==> src/rtl/capture_fifo_mcu_reader_pkg.sv <==
// Shared types and constants for the capture FIFO MCU reader.
// Register map, FSM encoding, underflow word, saturating helper.
package capture_fifo_mcu_reader_pkg;

  typedef enum logic [1:0] {
    ST_IDLE    = 2'd0,
    ST_PENDING = 2'd1,
    ST_READ    = 2'd2,
    ST_FLUSH   = 2'd3
  } state_t;

  localparam logic [2:0] ADDR_DATA      = 3'd0;
  localparam logic [2:0] ADDR_TS_SEC_LO = 3'd1;
  localparam logic [2:0] ADDR_TS_SEC_HI = 3'd2;
  localparam logic [2:0] ADDR_TS_SUB_LO = 3'd3;
  localparam logic [2:0] ADDR_TS_SUB_HI = 3'd4;
  localparam logic [2:0] ADDR_STATUS    = 3'd5;
  localparam logic [2:0] ADDR_WORDS     = 3'd6;
  localparam logic [2:0] ADDR_RSVD      = 3'd7;

  localparam logic [15:0] UNDERFLOW_WORD = 16'hFFFF;

  function automatic logic [7:0] sat_inc8(input logic [7:0] v);
    return (v == 8'hFF) ? v : v + 8'd1;
  endfunction

endpackage

==> src/rtl/capture_fifo_mcu_reader_if.sv <==
// FIFO read side and MCU register read bus of the capture reader.
// slave: the reader; master: the FIFO/MCU side.
interface capture_fifo_mcu_reader_if #(
  parameter int DATA_W = 12
);
  logic [DATA_W-1:0] fifo_rd_data;
  logic              fifo_empty;
  logic              fifo_rd_en;
  logic              fifo_idle;
  logic              mcu_rd_stb;
  logic [2:0]        mcu_addr;
  logic [15:0]       mcu_rd_data;
  logic              mcu_rd_ack;
  logic              irq;

  modport slave (
    input  fifo_rd_data, fifo_empty,
    input  mcu_rd_stb, mcu_addr,
    output fifo_rd_en, fifo_idle,
    output mcu_rd_data, mcu_rd_ack, irq
  );

  modport master (
    output fifo_rd_data, fifo_empty,
    output mcu_rd_stb, mcu_addr,
    input  fifo_rd_en, fifo_idle,
    input  mcu_rd_data, mcu_rd_ack, irq
  );
endinterface

==> src/rtl/capture_fifo_mcu_reader_sec_edge_det.sv <==
// Synchronises one_second_clk (2 FF) and emits a one-cycle pulse
// per rising edge. Ports: clk_100m, reset_n, one_second_clk, sec_pulse.
module sec_edge_det (
  input  logic clk_100m,
  input  logic reset_n,
  input  logic one_second_clk,
  output logic sec_pulse
);
  logic [2:0] sh;

  always_ff @(posedge clk_100m or negedge reset_n) begin
    if (!reset_n) sh <= 3'b000;
    else          sh <= {sh[1:0], one_second_clk};
  end

  assign sec_pulse = sh[1] & ~sh[2];
endmodule

==> src/rtl/capture_fifo_mcu_reader.sv <==
// Reads completed capture records out of the FIFO for the MCU.
// Ports: clk_100m, reset_n, capture/time inputs, bus (FIFO + MCU).
module capture_fifo_mcu_reader
  import capture_fifo_mcu_reader_pkg::*;
#(
  parameter int RECORD_LEN = 4096,
  parameter int DATA_W     = 12,
  parameter int TIMEOUT_S  = 10,
  parameter int CNT_W      = 13
) (
  input  logic        clk_100m,
  input  logic        reset_n,
  input  logic        start_time_flag,
  input  logic        record_done,
  input  logic        one_second_clk,
  input  logic [31:0] sec_cnt,
  input  logic [26:0] subsec_cnt,
  capture_fifo_mcu_reader_if.slave bus
);
  localparam int IS_W = $clog2(TIMEOUT_S + 1);

  state_t            state, state_nxt;
  logic [CNT_W-1:0]  words_left;
  logic [IS_W-1:0]   idle_sec;
  logic [7:0]        missed_cnt, flush_cnt;
  logic              underflow, irq_q;
  logic [31:0]       ts_sec;
  logic [26:0]       ts_sub;
  logic [15:0]       rd_data_q, rd_mux;
  logic              ack_q;
  logic              sec_pulse;
  logic              busy, data_rd, pop_ok, timeout;

  sec_edge_det u_sec (
    .clk_100m       (clk_100m),
    .reset_n        (reset_n),
    .one_second_clk (one_second_clk),
    .sec_pulse      (sec_pulse)
  );

  assign busy    = (state == ST_PENDING) || (state == ST_READ);
  assign data_rd = bus.mcu_rd_stb && (bus.mcu_addr == ADDR_DATA);
  assign pop_ok  = data_rd && busy && !bus.fifo_empty
                   && (words_left != '0);
  // A strobe in the timeout cycle wins: it clears idle_sec instead.
  assign timeout = busy && !bus.mcu_rd_stb
                   && (idle_sec == TIMEOUT_S[IS_W-1:0]);

  assign bus.fifo_rd_en  = (state == ST_FLUSH) ? !bus.fifo_empty
                                               : pop_ok;
  assign bus.fifo_idle   = (state == ST_IDLE) && bus.fifo_empty;
  assign bus.mcu_rd_data = rd_data_q;
  assign bus.mcu_rd_ack  = ack_q;
  assign bus.irq         = irq_q;

  always_ff @(posedge clk_100m or negedge reset_n) begin
    if (!reset_n) state <= ST_IDLE;
    else          state <= state_nxt;
  end

  always_comb begin
    state_nxt = state;
    unique case (state)
      ST_IDLE: if (record_done) state_nxt = ST_PENDING;
      ST_PENDING, ST_READ: begin
        if (pop_ok && words_left == CNT_W'(1)) state_nxt = ST_IDLE;
        else if (data_rd)                      state_nxt = ST_READ;
        else if (timeout)                      state_nxt = ST_FLUSH;
      end
      ST_FLUSH: if (bus.fifo_empty) state_nxt = ST_IDLE;
      default:  state_nxt = ST_IDLE;
    endcase
  end

  always_comb begin
    rd_mux = 16'h0000;
    unique case (bus.mcu_addr)
      ADDR_DATA:
        rd_mux = pop_ok ? 16'(bus.fifo_rd_data) : UNDERFLOW_WORD;
      ADDR_TS_SEC_LO: rd_mux = ts_sec[15:0];
      ADDR_TS_SEC_HI: rd_mux = ts_sec[31:16];
      ADDR_TS_SUB_LO: rd_mux = ts_sub[15:0];
      ADDR_TS_SUB_HI: rd_mux = {5'b0, ts_sub[26:16]};
      ADDR_STATUS:
        rd_mux = {missed_cnt, flush_cnt[3:0], underflow, irq_q, state};
      ADDR_WORDS:     rd_mux = 16'(words_left);
      ADDR_RSVD:      rd_mux = 16'h0000;
      default:        rd_mux = 16'h0000;
    endcase
  end

  always_ff @(posedge clk_100m or negedge reset_n) begin
    if (!reset_n) begin
      words_left <= '0;
      idle_sec   <= '0;
      missed_cnt <= '0;
      flush_cnt  <= '0;
      underflow  <= 1'b0;
      irq_q      <= 1'b0;
      ts_sec     <= '0;
      ts_sub     <= '0;
      rd_data_q  <= '0;
      ack_q      <= 1'b0;
    end else begin
      ack_q <= bus.mcu_rd_stb;
      if (bus.mcu_rd_stb) rd_data_q <= rd_mux;

      if (start_time_flag && state == ST_IDLE) begin
        ts_sec <= sec_cnt;
        ts_sub <= subsec_cnt;
      end

      if (state == ST_IDLE && record_done)
        words_left <= RECORD_LEN[CNT_W-1:0];
      else if (pop_ok)
        words_left <= words_left - CNT_W'(1);

      if (bus.mcu_rd_stb || !busy)
        idle_sec <= '0;
      else if (sec_pulse && idle_sec != TIMEOUT_S[IS_W-1:0])
        idle_sec <= idle_sec + IS_W'(1);

      irq_q <= (state_nxt == ST_PENDING);

      if (record_done && state != ST_IDLE)
        missed_cnt <= sat_inc8(missed_cnt);

      if (state != ST_FLUSH && state_nxt == ST_FLUSH)
        flush_cnt <= sat_inc8(flush_cnt);

      if (data_rd && !pop_ok && state != ST_IDLE)
        underflow <= 1'b1;
      else if (bus.mcu_rd_stb && bus.mcu_addr == ADDR_STATUS)
        underflow <= 1'b0;
    end
  end
endmodule

==> src/flat_wrapper.sv <==
// flat-port wrapper written by rule: the top's interface ports become plain ports
module capture_fifo_mcu_reader_flat import capture_fifo_mcu_reader_pkg::*;
#(
  parameter int RECORD_LEN = 4096,
  parameter int DATA_W     = 12,
  parameter int TIMEOUT_S  = 10,
  parameter int CNT_W      = 13
)
  (clk_100m, reset_n, start_time_flag, record_done, one_second_clk, sec_cnt, subsec_cnt, bus_fifo_rd_data, bus_fifo_empty, bus_mcu_rd_stb, bus_mcu_addr, bus_fifo_rd_en, bus_fifo_idle, bus_mcu_rd_data, bus_mcu_rd_ack, bus_irq);
  capture_fifo_mcu_reader_if #(.DATA_W(DATA_W)) bus_i ();
  input  logic clk_100m;
  input  logic reset_n;
  input  logic start_time_flag;
  input  logic record_done;
  input  logic one_second_clk;
  input  logic [31:0] sec_cnt;
  input  logic [26:0] subsec_cnt;
  input wire logic [$bits(bus_i.fifo_rd_data)-1:0] bus_fifo_rd_data;
  input wire logic [$bits(bus_i.fifo_empty)-1:0] bus_fifo_empty;
  input wire logic [$bits(bus_i.mcu_rd_stb)-1:0] bus_mcu_rd_stb;
  input wire logic [$bits(bus_i.mcu_addr)-1:0] bus_mcu_addr;
  output wire logic [$bits(bus_i.fifo_rd_en)-1:0] bus_fifo_rd_en;
  output wire logic [$bits(bus_i.fifo_idle)-1:0] bus_fifo_idle;
  output wire logic [$bits(bus_i.mcu_rd_data)-1:0] bus_mcu_rd_data;
  output wire logic [$bits(bus_i.mcu_rd_ack)-1:0] bus_mcu_rd_ack;
  output wire logic [$bits(bus_i.irq)-1:0] bus_irq;
  assign bus_i.fifo_rd_data = bus_fifo_rd_data;
  assign bus_i.fifo_empty = bus_fifo_empty;
  assign bus_i.mcu_rd_stb = bus_mcu_rd_stb;
  assign bus_i.mcu_addr = bus_mcu_addr;
  assign bus_fifo_rd_en = bus_i.fifo_rd_en;
  assign bus_fifo_idle = bus_i.fifo_idle;
  assign bus_mcu_rd_data = bus_i.mcu_rd_data;
  assign bus_mcu_rd_ack = bus_i.mcu_rd_ack;
  assign bus_irq = bus_i.irq;
  capture_fifo_mcu_reader #(.RECORD_LEN(RECORD_LEN), .DATA_W(DATA_W), .TIMEOUT_S(TIMEOUT_S), .CNT_W(CNT_W)) u_core (.clk_100m(clk_100m), .reset_n(reset_n), .start_time_flag(start_time_flag), .record_done(record_done), .one_second_clk(one_second_clk), .sec_cnt(sec_cnt), .subsec_cnt(subsec_cnt), .bus(bus_i));
endmodule
==> config.mk <==
export PLATFORM = sky130hd
export DESIGN_NAME = capture_fifo_mcu_reader_flat
export DESIGN_NICKNAME = d
export VERILOG_FILES = /design/src/rtl/capture_fifo_mcu_reader_pkg.sv /design/src/rtl/capture_fifo_mcu_reader_if.sv /design/src/rtl/capture_fifo_mcu_reader_sec_edge_det.sv /design/src/rtl/capture_fifo_mcu_reader.sv /design/src/flat_wrapper.sv
export SDC_FILE = /design/constraint.sdc
export NUM_CORES = 1
export LEC_CHECK = 0
export BUFFER_PORTS_ARGS = -buffer_cell sky130_fd_sc_hd__buf_2
export CORE_ASPECT_RATIO = 0.8
export CORE_MARGIN = 8
export CORE_UTILIZATION = 51
export DETAILED_ROUTE_END_ITERATION = 8
export PLACE_DENSITY = 0.79
export SETUP_SLACK_MARGIN = 0.05
export SLEW_MARGIN = 40
export SYNTH_ARGS = -nofsm -noshare
export SYNTH_HDL_FRONTEND = slang
export SYNTH_HIERARCHICAL = 1
export SYNTH_SLANG_ARGS = --single-unit
==> constraint.sdc <==
create_clock -name clk_100m -period 2.28 [get_ports clk_100m]
set_input_delay 0.228 -clock clk_100m [delete_from_list [all_inputs] [get_ports clk_100m]]
set_output_delay 0.228 -clock clk_100m [all_outputs]
set_load 0.01 [all_outputs]
Word-level counts from Yosys, hierarchy flattened
Index checks and enable logic that the tools add are counted.
{"block": "word_totals", "reg_bits": 116, "output_inout_bits": 20, "elab_cells": 85, "inputBits": 81}
{"block": "classes", "addsub": 4, "reduce_logical": 32, "eq_ne": 18, "bitwise_logic": 4, "muxes": 15}
{"cell": "$pmux 16 s8", "n": 1}
{"cell": "$mux 13", "n": 2}
{"cell": "$add 8x1->8 const B", "n": 2}
{"cell": "$eq 8x8->1 const B", "n": 2}
{"cell": "$logic_and 1x1->1", "n": 16}
{"cell": "$mux 16", "n": 1}
{"cell": "$eq 13x1->1 const B", "n": 1}
{"cell": "$reduce_bool 13->1", "n": 1}
{"cell": "$sub 13x1->13 const B", "n": 1}
{"cell": "$eq 3x3->1 const B", "n": 4}
{"cell": "$mux 2", "n": 5}
{"cell": "$mux 4", "n": 2}
{"cell": "$reduce_bool 2->1", "n": 4}
{"cell": "$eq 2x2->1 const B", "n": 3}
{"cell": "$eq 3x2->1 const B", "n": 2}
{"cell": "$pmux 2 s3", "n": 1}
{"cell": "$add 4x1->4 const B", "n": 1}
{"cell": "$eq 2x1->1 const B", "n": 2}
{"cell": "$eq 4x4->1 const B", "n": 1}
{"cell": "$logic_not 1->1", "n": 4}
{"cell": "$ne 4x4->1 const B", "n": 1}
{"cell": "$reduce_and 2->1", "n": 2}
{"cell": "$eq 3x1->1 const B", "n": 1}
{"cell": "$logic_not 3->1", "n": 1}
{"cell": "other kinds (7)", "n": 12}

Longest topological paths before layout
{"block": "logic_depth", "depth_word": 11, "depth_mapped": 8, "depth_no_buf": 8}

By module
The synthesis kept the hierarchy.
{"mod": "capture_fifo_mcu_reader", "area_each_um2": 5534.1, "instances": 1, "cells_each": 489}
{"mod": "sec_edge_det", "area_each_um2": 88.8, "instances": 1, "cells_each": 4}

Worst setup path after synthesis
No wires, ideal clock.
{"block": "synth_path", "path_type": "reg2reg", "from": "register u_core.state[0]", "to": "register u_core.flush_cnt[1]", "path_slack_ns": 0.098, "setup_time_ns": 0.128, "required_ns": 2.152, "synth_period_minus_slack_ns": 2.182, "arrival_time_ns": 2.054, "stages_incl_launch_ff": 9, "path_cell_list": "dfrtp_1 -> inv_1 -> ha_1 -> clkbuf_1 -> a221o_1 -> o311ai_2 -> nor3_1 -> and2_1 -> mux2_1"}
{"block": "synth_via", "elab_chain_cells": 11, "elab_cells_between_ends": 22, "classes_between": "eq/ne: 5; mux: 6; reduce/logical: 11"}
{"item": "start: declaration", "line_no": "capture_fifo_mcu_reader.sv:22", "text": "state_t state, state_nxt;"}
{"item": "start signal: assignment", "line_no": "capture_fifo_mcu_reader.sv:58", "text": "else state <= state_nxt;"}
{"item": "$eq 2x1->1 or $eq 2x2->1 (tied branches)", "line_no": "capture_fifo_mcu_reader.sv:41, capture_fifo_mcu_reader.sv:63"}
{"item": "$logic_or 1x1->1", "line_no": "capture_fifo_mcu_reader.sv:41", "text": "assign busy = (state == ST_PENDING) || (state == ST_READ);"}
{"item": "$logic_and 1x1->1 (on tied branches)", "line_no": "capture_fifo_mcu_reader.sv:46, capture_fifo_mcu_reader.sv:43"}
{"item": "$logic_and 1x1->1 (on tied branches)", "line_no": "capture_fifo_mcu_reader.sv:47, capture_fifo_mcu_reader.sv:43"}
{"item": "$mux 2 or $logic_and 1x1->1 (tied branches)", "line_no": "capture_fifo_mcu_reader.sv:68, capture_fifo_mcu_reader.sv:44"}
{"item": "$mux 2 or $logic_and 1x1->1 (tied branches)", "line_no": "capture_fifo_mcu_reader.sv:67, capture_fifo_mcu_reader.sv:66"}
{"item": "$mux 2", "line_no": "capture_fifo_mcu_reader.sv:66", "text": "if (pop_ok && words_left == CNT_W'(1)) state_nxt = ST_IDLE;"}
{"item": "$pmux 2 s3", "line_no": "capture_fifo_mcu_reader.sv:63", "text": "unique case (state)"}
{"item": "$eq 2x2->1", "line_no": "capture_fifo_mcu_reader.sv:128", "text": "if (state != ST_FLUSH && state_nxt == ST_FLUSH)"}
{"item": "$logic_and 1x1->1 *", "line_no": "capture_fifo_mcu_reader.sv:128"}
{"item": "$reduce_and 2->1 (no source line) *"}
{"item": "end signal: assignment", "line_no": "capture_fifo_mcu_reader.sv:129", "text": "flush_cnt <= sat_inc8(flush_cnt);"}
{"item": "end: declaration", "line_no": "capture_fifo_mcu_reader.sv:25", "text": "logic [7:0] missed_cnt, flush_cnt;"}
Mark *: on every way between the ends. The rest lies on a longest branch, timed or not.
A chain may end at the register's enable or synchronous reset.

Final worst setup path
{"block": "layout_path", "from": "register u_core.words_left[5]", "to": "register u_core.words_left[11]"}
{"block": "layout_via", "elab_chain_cells": 3, "elab_cells_between_ends": 6, "classes_between": "add/sub: 1; mux: 2; reduce/logical: 3"}
{"item": "start: declaration", "line_no": "capture_fifo_mcu_reader.sv:23", "text": "logic [CNT_W-1:0] words_left;"}
{"item": "start signal: assignment", "line_no": "capture_fifo_mcu_reader.sv:114", "text": "words_left <= RECORD_LEN[CNT_W-1:0];"}
{"item": "start signal: assignment", "line_no": "capture_fifo_mcu_reader.sv:116", "text": "words_left <= words_left - CNT_W'(1);"}
{"item": "$sub 13x1->13 or $reduce_bool 13->1 (tied branches)", "line_no": "capture_fifo_mcu_reader.sv:116, capture_fifo_mcu_reader.sv:44"}
{"item": "$mux 13 or $logic_and 1x1->1 (tied branches)", "line_no": "capture_fifo_mcu_reader.sv:115, capture_fifo_mcu_reader.sv:44"}
{"item": "$mux 13 or $reduce_bool 2->1 (tied branches)"}
Parallel ways exist; a longest one is shown, timed or not. The select of a mux whose other input is x is not followed.

==> flow_summary_export.csv <==
group,metric,value,unit
status,outcome,"finished, final reports clean",
timing,maxSlewViolCount,0,
synth,synth_cells,493,
timing,final.period_utilization,97.1,%
floorplanning,start_util,52.0,%
route,drt_iter0_drc,373,
place,post-dp-hpwl,10.7,mm
place,io_buffers,100,
global_routing,grt_pass1_wl,23.9,mm
route,vias,4406,
worst_setup_path,crit_type,"flip-flop to flip-flop",
synth,syn-cell-area,5620,µm²
global_routing,grt_max_degree,50,
synth,yosysTopAreaCell,"dfrtp_1",
synth,syn-num-nets,582,
pwr,p_leak,3.34,nW
final_layout,n_fill_cell,811,
final_layout,final_common_cell,"dfrtp_1",
floorplanning,core_area,10800,µm²
clocking,path_clk_slew,0.06,ns
floorplanning,die_w,133,µm
pwr,ir_worst_vdd,0.600,mV
final_layout,finalNetCount,712,
synth,synth_edf_count,0,
floorplanning,dieArea,14700,µm²
timing,slew_headroom,59.5,%
pwr,comb_power_share,28.6,%
route,drc,0,
floorplanning,fp.dieH,110,µm
floorplanning,pin_count,101,
pwr,p_seq_share,39.7,%
synth,synth.area.top_cells,"dfrtp_1 (52%), mux2_2 (13%), mux2i_1 (3.2%)",
clocking,cts_tree,"done",
worst_setup_path,rr_startpoint,"u_core/words_left[5]$_DFFE_PN0P_",
global_routing,grt_pass1_vias,4661,
timing,tightest_slew,0.599,ns
synth,avgSynthCellArea,11.4,µm²
final_layout,layout-drive-gt1-share,38.8,%
route,wire_per_inst,19.2,µm
worst_setup_path,crit_required,2.54,ns
worst_setup_path,slowest_delay,0.58,ns
worst_setup_path,path_max_fanout,5,
place,post-place-cells,737,
floorplanning,rows,34,
pwr,clkPwrFrac,31.7,%
min_path,hp-class,"primary input to flip-flop",
pwr,p_per_area,1160,nW/µm²
worst_setup_path,path_cells,"buf_4 -> or4_1 -> or3_1 -> nor4_1 -> xnor2_1 -> nor2_1",
final_layout,area_growth,26.9,%
global_routing,track_usage,20.8,%
clocking,cts-htree-levels,4,
clocking,root_buffer,"clkbuf_16",
timing,hold_ws,0.0434,ns
synth,async_reset_ff_share,100,%
clocking,cts_buffers,17,
worst_setup_path,end_kind,"flip-flop",
synth,yosysUniqueCellTypes,53,
synth,synthDominantCellAreaShare,51.6,%
route,routed_wl,15.0,mm
worst_setup_path,cp_slowest_cell,"or4_1",
timing,fin_tns_setup,0,ns
global_routing,overflow,0,
global_routing,antenna_found_initial,0,
synth,ys_warn_count,6,
pwr,swShare,31.6,%
clocking,cts_sinks,116,
timing,clock_skew,0.0125,ns
synth,ys_ff_latch,116,
place,post-place-ws,0.0507,ns
synth,ys.flop_type,"dfrtp_1",
clocking,clk_path_buf_depth,2,
timing,setup-violations-final,0,
timing,fin_crit,2.21,ns
timing,layout_setup_ws,0.0651,ns
clocking,clock_latency,0.41,ns
route,postRouteAntennaNets,0,
synth,yosysSeqAreaShare,51.6,%
pwr,internal_power,5.68,mW
final_layout,instances_no_fill,780,
worst_setup_path,critPathLaunch,"u_core/words_left[5]$_DFFE_PN0P_",
final_layout,final_cell_mix,"dfrtp_1 (116), buf_2 (99), mux2_2 (66)",
pwr,p_switching,2.63,mW
final_layout,diodes,0,
timing,final_hold_viol_count,0,
place,gp_congestion,0.913,
route,dr.pass1.iters,6,
timing,rsz0062_at_grt,"yes",
route,avgViaCountPerCell,5.65,
min_path,hold_start,"subsec_cnt[24]",
pwr,p_total,8.31,mW
job,maxCapViolCount,0,
worst_setup_path,path_buf_inv,1,
worst_setup_path,cp_top_family,"simple AND/OR/NAND/NOR gates",
worst_setup_path,cp-start-kind,"flip-flop",
worst_setup_path,arrival,2.48,ns
timing,max_freq,451,MHz
==> repair_timing <==
| action | in CTS | in global routing |
|---|---|---|
| resized for setup | 5 | 4 |
| pin swaps | 1 | 4 |
| endpoints found under the hold margin | 34 | 0 |
| endpoints found under the setup margin | 1 | 4 |
| hold buffers | 2 | 0 |
| buffers inserted | 2 | 7 |
==> power by group through the flow <==
stage	registers [mW]	logic, mW	clock network [mW]
2_1_floorplan	3.19	1.52	0
3_3_place_gp	3.26	2.15	0
3_5_place_dp	3.31	2.25	0
4_1_cts	3.29	2.33	2.66
5_1_grt	3.38	2.57	2.75
6_report	3.30	2.38	2.63
==> path summary, 6_finish.rpt <==
check | end | slack [ns] | depth (start not counted)
max in group asynchronous | u_core/flush_cnt[6]$_DFFE_PN0P_ | 1.18 | 3
setup / recovery | u_core/words_left[11]$_DFFE_PN0P_ | 0.07 | 6
hold / removal | u_core/ts_sub[24]$_DFFE_PN0P_ | 0.04 | 2
min in group asynchronous | u_core/missed_cnt[6]$_DFFE_PN0P_ | 0.30 | 2
setup reg to reg | u_core/words_left[11]$_DFFE_PN0P_ | 0.07 | 6
hold reg to reg | u_core/u_sec/sh[1]$_DFF_PN0_ | 0.35 | 0
==> synth_stat cells (4+ instances only) <==
master	n
mux2_2	66
and3_1	7
o22ai_1	7
o211ai_1	12
inv_1	22
ha_1	8
xnor2_1	17
nand2_1	29
o2bb2ai_1	4
nor4_1	4
a21oi_1	10
nand3_1	8
mux2i_1	18
a22oi_1	9
buf_1	7
xor2_1	8
nor2b_1	6
o21ai_0	26
nand4_1	4
or3_1	4
nor2_1	32
nor3_1	5
clkbuf_1	14
a22o_1	4
dfrtp_1	116
nand2b_1	6
==> state kept, by name, summed over array words and instances (netlist names) <==
name and count:
u_core/ts_sec 32, u_core/missed_cnt 8, u_core/bus.mcu_rd_ack 1, u_core/words_left 13, u_core/idle_sec 4, u_core/flush_cnt 8, u_core/underflow 1, u_core/u_sec/sh 3
u_core/ts_sub 27, u_core/state 2, u_core/bus.mcu_rd_data 16, u_core/bus.irq 1
==> metrics by stage <==
stage	utilization (%)	cell area [µm²]
after floorplan	-	5620
after global placement	59.3	6410
after detailed placement	59.3	6410
after CTS	65.4	7070
after global routing	66.1	7140
final	66.1	7140
==> final cells by class <==
| type | instances | area [µm²] | share of cell area, % |
|---|---|---|---|
| sequential | 116 | 2900 | 40.7 |
| multi-input combinational | 330 | 2580 | 36.1 |
| timing repair buffer | 135 | 800 | 11.2 |
| clock buffer | 18 | 439 | 6.15 |
| tap | 144 | 180 | 2.52 |
| clock inverter | 14 | 151 | 2.12 |
| inverter | 23 | 86.3 | 1.21 |
==> per-layer routing <==
layer	routed length (µm)	vias up	global-route usage (%)
met3	1060	28	6.21
met4	325	0	7.51
met1	6320	2182	25.5
met2	7290	172	34.6
met5	0	-	0
li1	-	2024	-
==> kinds of logic after synthesis <==
kind of cell,synth area share [%]
muxes,16.9
AOI/OAI and AO/OA,10.4
DFF,51.6
and+or+nand+nor,12.1
adders and majority gates,1.78
xor gates and xnor gates,3.89
buffers and inverters,3.36
No activity file was read; power rests on OpenSTA's default activity.
